File: src/rtl/ysyx_23060061_regfile_sb.sv
`default_nettype none
// ============================================================================
// Module      : ysyx_23060061_regfile_sb
// Description : Integer register file with one write port, NR_READ
//               combinational read ports and a per-register busy scoreboard.
//               Optional write-through bypass: YSYX_23060061_REGFILE_BYPASS_EN
// Revision    : 1.0 - initial release
// ============================================================================
module ysyx_23060061_regfile_sb #(
  parameter int ADDR_WIDTH = 5,
  parameter int DATA_WIDTH = 32,
  parameter int NR_READ    = 2
) (
  input  logic                          clk,
  input  logic                          rst,
  input  logic                          wen,
  input  logic [ADDR_WIDTH-1:0]         waddr,
  input  logic [DATA_WIDTH-1:0]         wdata,
  input  logic                          issue_en,
  input  logic [ADDR_WIDTH-1:0]         issue_rd,
  input  logic                          flush,
  input  logic [NR_READ*ADDR_WIDTH-1:0] raddr,
  output logic [NR_READ*DATA_WIDTH-1:0] rdata,
  output logic [NR_READ-1:0]            rbusy,
  output logic [ADDR_WIDTH:0]           busy_cnt
);

  localparam int c_DEPTH = 2**ADDR_WIDTH;
  localparam int c_CW    = ADDR_WIDTH + 1;

  logic [DATA_WIDTH-1:0] r_mem [c_DEPTH];
  logic [c_DEPTH-1:0]    r_busy;
  logic [c_CW-1:0]       r_busy_cnt;

  logic                  w_wr;
  logic                  w_set;
  logic                  w_same;
  logic                  w_inc;
  logic                  w_dec;
  logic [c_DEPTH-1:0]    w_busy_next;
  logic [c_CW-1:0]       w_cnt_next;

  // Index 0 is hardwired: never written, never marked busy.
  assign w_wr   = wen && (waddr != '0);
  assign w_set  = issue_en && (issue_rd != '0);
  assign w_same = w_wr && w_set && (waddr == issue_rd);

  // Counter tracks the population of busy bits incrementally.
  assign w_inc  = w_set && !r_busy[issue_rd];
  assign w_dec  = w_wr && r_busy[waddr] && !w_same;

  always_comb begin
    w_busy_next = flush ? '0 : r_busy;
    if (w_wr && !flush) begin
      w_busy_next[waddr] = 1'b0;
    end
    // Applied last: a younger in-flight writer outranks writeback and flush.
    if (w_set) begin
      w_busy_next[issue_rd] = 1'b1;
    end
  end

  always_comb begin
    if (flush) begin
      w_cnt_next = c_CW'(w_set);
    end else begin
      w_cnt_next = r_busy_cnt + c_CW'(w_inc) - c_CW'(w_dec);
    end
  end

  always_ff @(posedge clk) begin
    if (rst) begin
      for (int i = 0; i < c_DEPTH; i++) begin
        r_mem[i] <= '0;
      end
    end else if (w_wr) begin
      r_mem[waddr] <= wdata;
    end
  end

  always_ff @(posedge clk) begin
    if (rst) begin
      r_busy     <= '0;
      r_busy_cnt <= '0;
    end else begin
      r_busy     <= w_busy_next;
      r_busy_cnt <= w_cnt_next;
    end
  end

  assign busy_cnt = r_busy_cnt;

  for (genvar k = 0; k < NR_READ; k++) begin : g_read
    logic [ADDR_WIDTH-1:0] w_ra;
    logic [DATA_WIDTH-1:0] w_rd;
    logic                  w_rb;

    assign w_ra = raddr[k*ADDR_WIDTH +: ADDR_WIDTH];

    always_comb begin
      w_rd = (w_ra == '0) ? '0 : r_mem[w_ra];
      w_rb = (w_ra == '0) ? 1'b0 : r_busy[w_ra];
`ifdef YSYX_23060061_REGFILE_BYPASS_EN
      if (w_wr && (waddr == w_ra)) begin
        w_rd = wdata;
        w_rb = w_same;
      end
`endif
    end

    assign rdata[k*DATA_WIDTH +: DATA_WIDTH] = w_rd;
    assign rbusy[k]                          = w_rb;
  end

endmodule
`default_nettype wire

File: config.mk
export PLATFORM = sky130hd
export DESIGN_NAME = ysyx_23060061_regfile_sb
export DESIGN_NICKNAME = d
export VERILOG_FILES = /design/src/rtl/ysyx_23060061_regfile_sb.sv
export SDC_FILE = /design/constraint.sdc
export NUM_CORES = 2
export LEC_CHECK = 0
export BUFFER_PORTS_ARGS = -buffer_cell sky130_fd_sc_hd__buf_2
export CORE_MARGIN = 3
export CORE_UTILIZATION = 50
export CTS_BUF_LIST = sky130_fd_sc_hd__clkbuf_8
export CTS_CLUSTER_SIZE = 12
export DETAILED_ROUTE_END_ITERATION = 12
export MAX_ROUTING_LAYER = met4
export PLACE_DENSITY = 0.66
export SYNTH_ARGS = -nofsm -noshare
export SYNTH_HDL_FRONTEND = slang
export SYNTH_SLANG_ARGS = --single-unit
File: constraint.sdc
create_clock -name clk -period 6.5 [get_ports clk]
set_input_delay 0.65 -clock clk [delete_from_list [all_inputs] [get_ports clk]]
set_output_delay 0.65 -clock clk [all_outputs]
set_load 0.02 [all_outputs]
==> impl_metrics.toml <==
[synthesis]
synthFlopType = "edfxtp_1"
synth-edff-count = 1024
syn_inst = 3589
synth-seq-cells = 1062
synth.yosys.warnings = 0
syn_avg_cell_area_um2 = 15.9
syn-cell-area_um2 = 57000
synthArstFlopShare = 0
synth-seq-area-share = 0.553
synth_cell_types = 50

[flow_run]
cap_viol_max_count = 0

[power_and_ir_drop]
power_mw = 15.7
irDropWorstVdd_v = 0.000241
leakage_nw = 21.2
p_per_area_nw_per_um2 = 252

[sta]
finalCritPeriodShare = 0.707
fin_tns_setup_ps = 0
clock_skew_ps = 16.8
slew_headroom = 0.0954
rsz0062_at_grt = "false"
hold_viol_final = 0
timing.hold.ws_ps = 113
worst_pin_slew_ps = 1350
finalMaxSlewViolations = 0
setup_violations = 0
fmax_ghz = 0.218
period_needed_ps = 4590

[route]
vias = 35200
wire_per_inst_um = 34.4
drtIter0Drc = 4949
vias_per_cell = 6.65
antenna_left = 0
drt_first_pass_iters = 9
route.detailed.drc = 0
drt_wl_total_um = 182000

[min_path]
hold_end = "busy_cnt[0]"
hp-start = "rst"
hp-class = "primary input to register"
whs_path_depth = 2

[floorplanning]
initial_core_util = 0.505
die_w_um = 344
die_h_um = 344
ios = 129
rows = 123
die_area_um2 = 118000
core_area_um2 = 113000

[setup_path]
slowest_delay_ps = 690
worstReg2RegStart = "r_busy[12]"
arrival_ps = 3940
worstReg2RegEnd = "busy_cnt[4]"
required_ps = 5850
cpLargestDelayFamily = "buffers and inverters"
cp_num_buf_inv = 5
path_common_cell = "buf_4"
r2r_setup_slack_ps = 3180
slowest_stage = "a221oi_1"
start_kind = "primary input"
crit_fanout = 32
setup.worst_path.class = "primary input to output pin"
path_cells = "buf_2 -> buf_4 -> nor2b_2 -> buf_4 -> nand2b_1 -> buf_4 -> o221ai_1 -> a221oi_1 -> buf_2"
r2r_cells = 12
end_kind = "output pin"

[clock_tree]
postCtsSetupRepairBufs = 0
insertion_delay_ps = 860
h-tree-depth = 4
cts_tree = "done"
cts.sinks = 1062
cts_hold_buf = 0
root_buffer = "clkbuf_8"
clockBufferDepth = 3
cts_buffers = 177
cts_resized = 0
clk_pin_slew_ps = 60

[global_route]
grt_pass1_wl_um = 259000
grt_usage = 0.321
first_global_vias = 35400
grt_max_degree = 106
antenna_found_initial = 21
overflow = 0

[layout]
drive_gt1_frac = 0.296
layout_common_cells = "edfxtp_1 (1,024), and2_1 (996), mux4_2 (610)"
area_growth_pct = 9.16
fin_area_um2 = 62200
final_common_cell = "edfxtp_1"
nNetsFinal = 3689
final_util = 0.551

[place]
port_buffers = 128
dp_hpwl_um = 101000
gp_congestion = 0.929
placed_cell_area_um2 = 59000

[outcome]
status = "complete, no violations"
layout make-up:
cell class	instances	area [um2]
Timing Repair Buffer	220	1500
Tap cell	1500	1880
Antenna cell	22	55.1
Sequential cell	1062	31500
Multi-Input combinational cell	2089	23800
Clock inverter	140	683
Inverter	75	282
Clock buffer	180	2480
Fill cell	8945	50600
worst max path at each step:
stage / from / endpoint / cells past startpoint
floorplan: issue_rd[0] / busy_cnt[4] / 13
finish: raddr[9] / rdata[38] / 9
detailed placement: raddr[4] / rbusy[0] / 7
global route: raddr[9] / rdata[38] / 9
CTS: raddr[4] / rbusy[0] / 7
global placement: raddr[4] / rbusy[0] / 7
cell usage after synthesis (7+ instances only):
cell	n	share of area
a221oi_1	65	0.010
a32o_1	28	0.0049
and2_1	996	0.11
buf_2	93	0.0082
buf_4	22	0.0029
buf_6	19	0.0038
clkbuf_1	258	0.017
clkinv_1	62	0.0041
dfxtp_1	38	0.013
edfxtp_1	1024	0.54
inv_1	13	0.00086
mux2i_1	67	0.012
mux4_2	610	0.24
nand2_1	46	0.0030
nand2b_1	31	0.0034
nand3_1	7	0.00062
nor2_1	50	0.0033
nor2b_1	9	0.00099
nor3_1	9	0.00079
o221ai_1	66	0.010
per-stage QoR:
| stage | std cells | worst slack [ps] |
|---|---|---|
| floorplan | 3620 | 2770 |
| global placement | 4946 | 2100 |
| detailed placement | 4946 | 2080 |
| global route | 5278 | 1950 |
| CTS | 5266 | 2060 |
| finish | 5288 | 1910 |
report_power, final:
part | internal, mW | switching, mW
clock | 2.69 | 2.79
combinational | 0.857 | 1.25
sequential | 7.88 | 0.184
total | 11.4 | 4.22
flip-flops by register name, indices dropped and copies added, names as in the netlist:
register  cells
busy_cnt      6
r_mem      1024
r_busy       32
cell families (layout without fill, tap and decap cells):
group           after synthesis  count (layout)  synth area share
simple gates               1176            1176             0.125
other cells                   1              54         0.0000658
compound gates              187             187            0.0286
mux                         678             678             0.253
fa+ha+maj                     7               7           0.00167
buf+inv                     469             615            0.0369
xor+xnor                      9               9           0.00138
flops                      1062            1062             0.553
layer usage:
layer | GRT usage | vias up | share of wire
met2 | 0.478 | 2322 | 0.47
met3 | 0.0789 | 393 | 0.11
met5 | - | - | 0
met4 | 0.142 | 0 | 0.047
met1 | 0.424 | 18400 | 0.37
li1 | - | 14100 | -
Power figures use the tool's default switching activity.
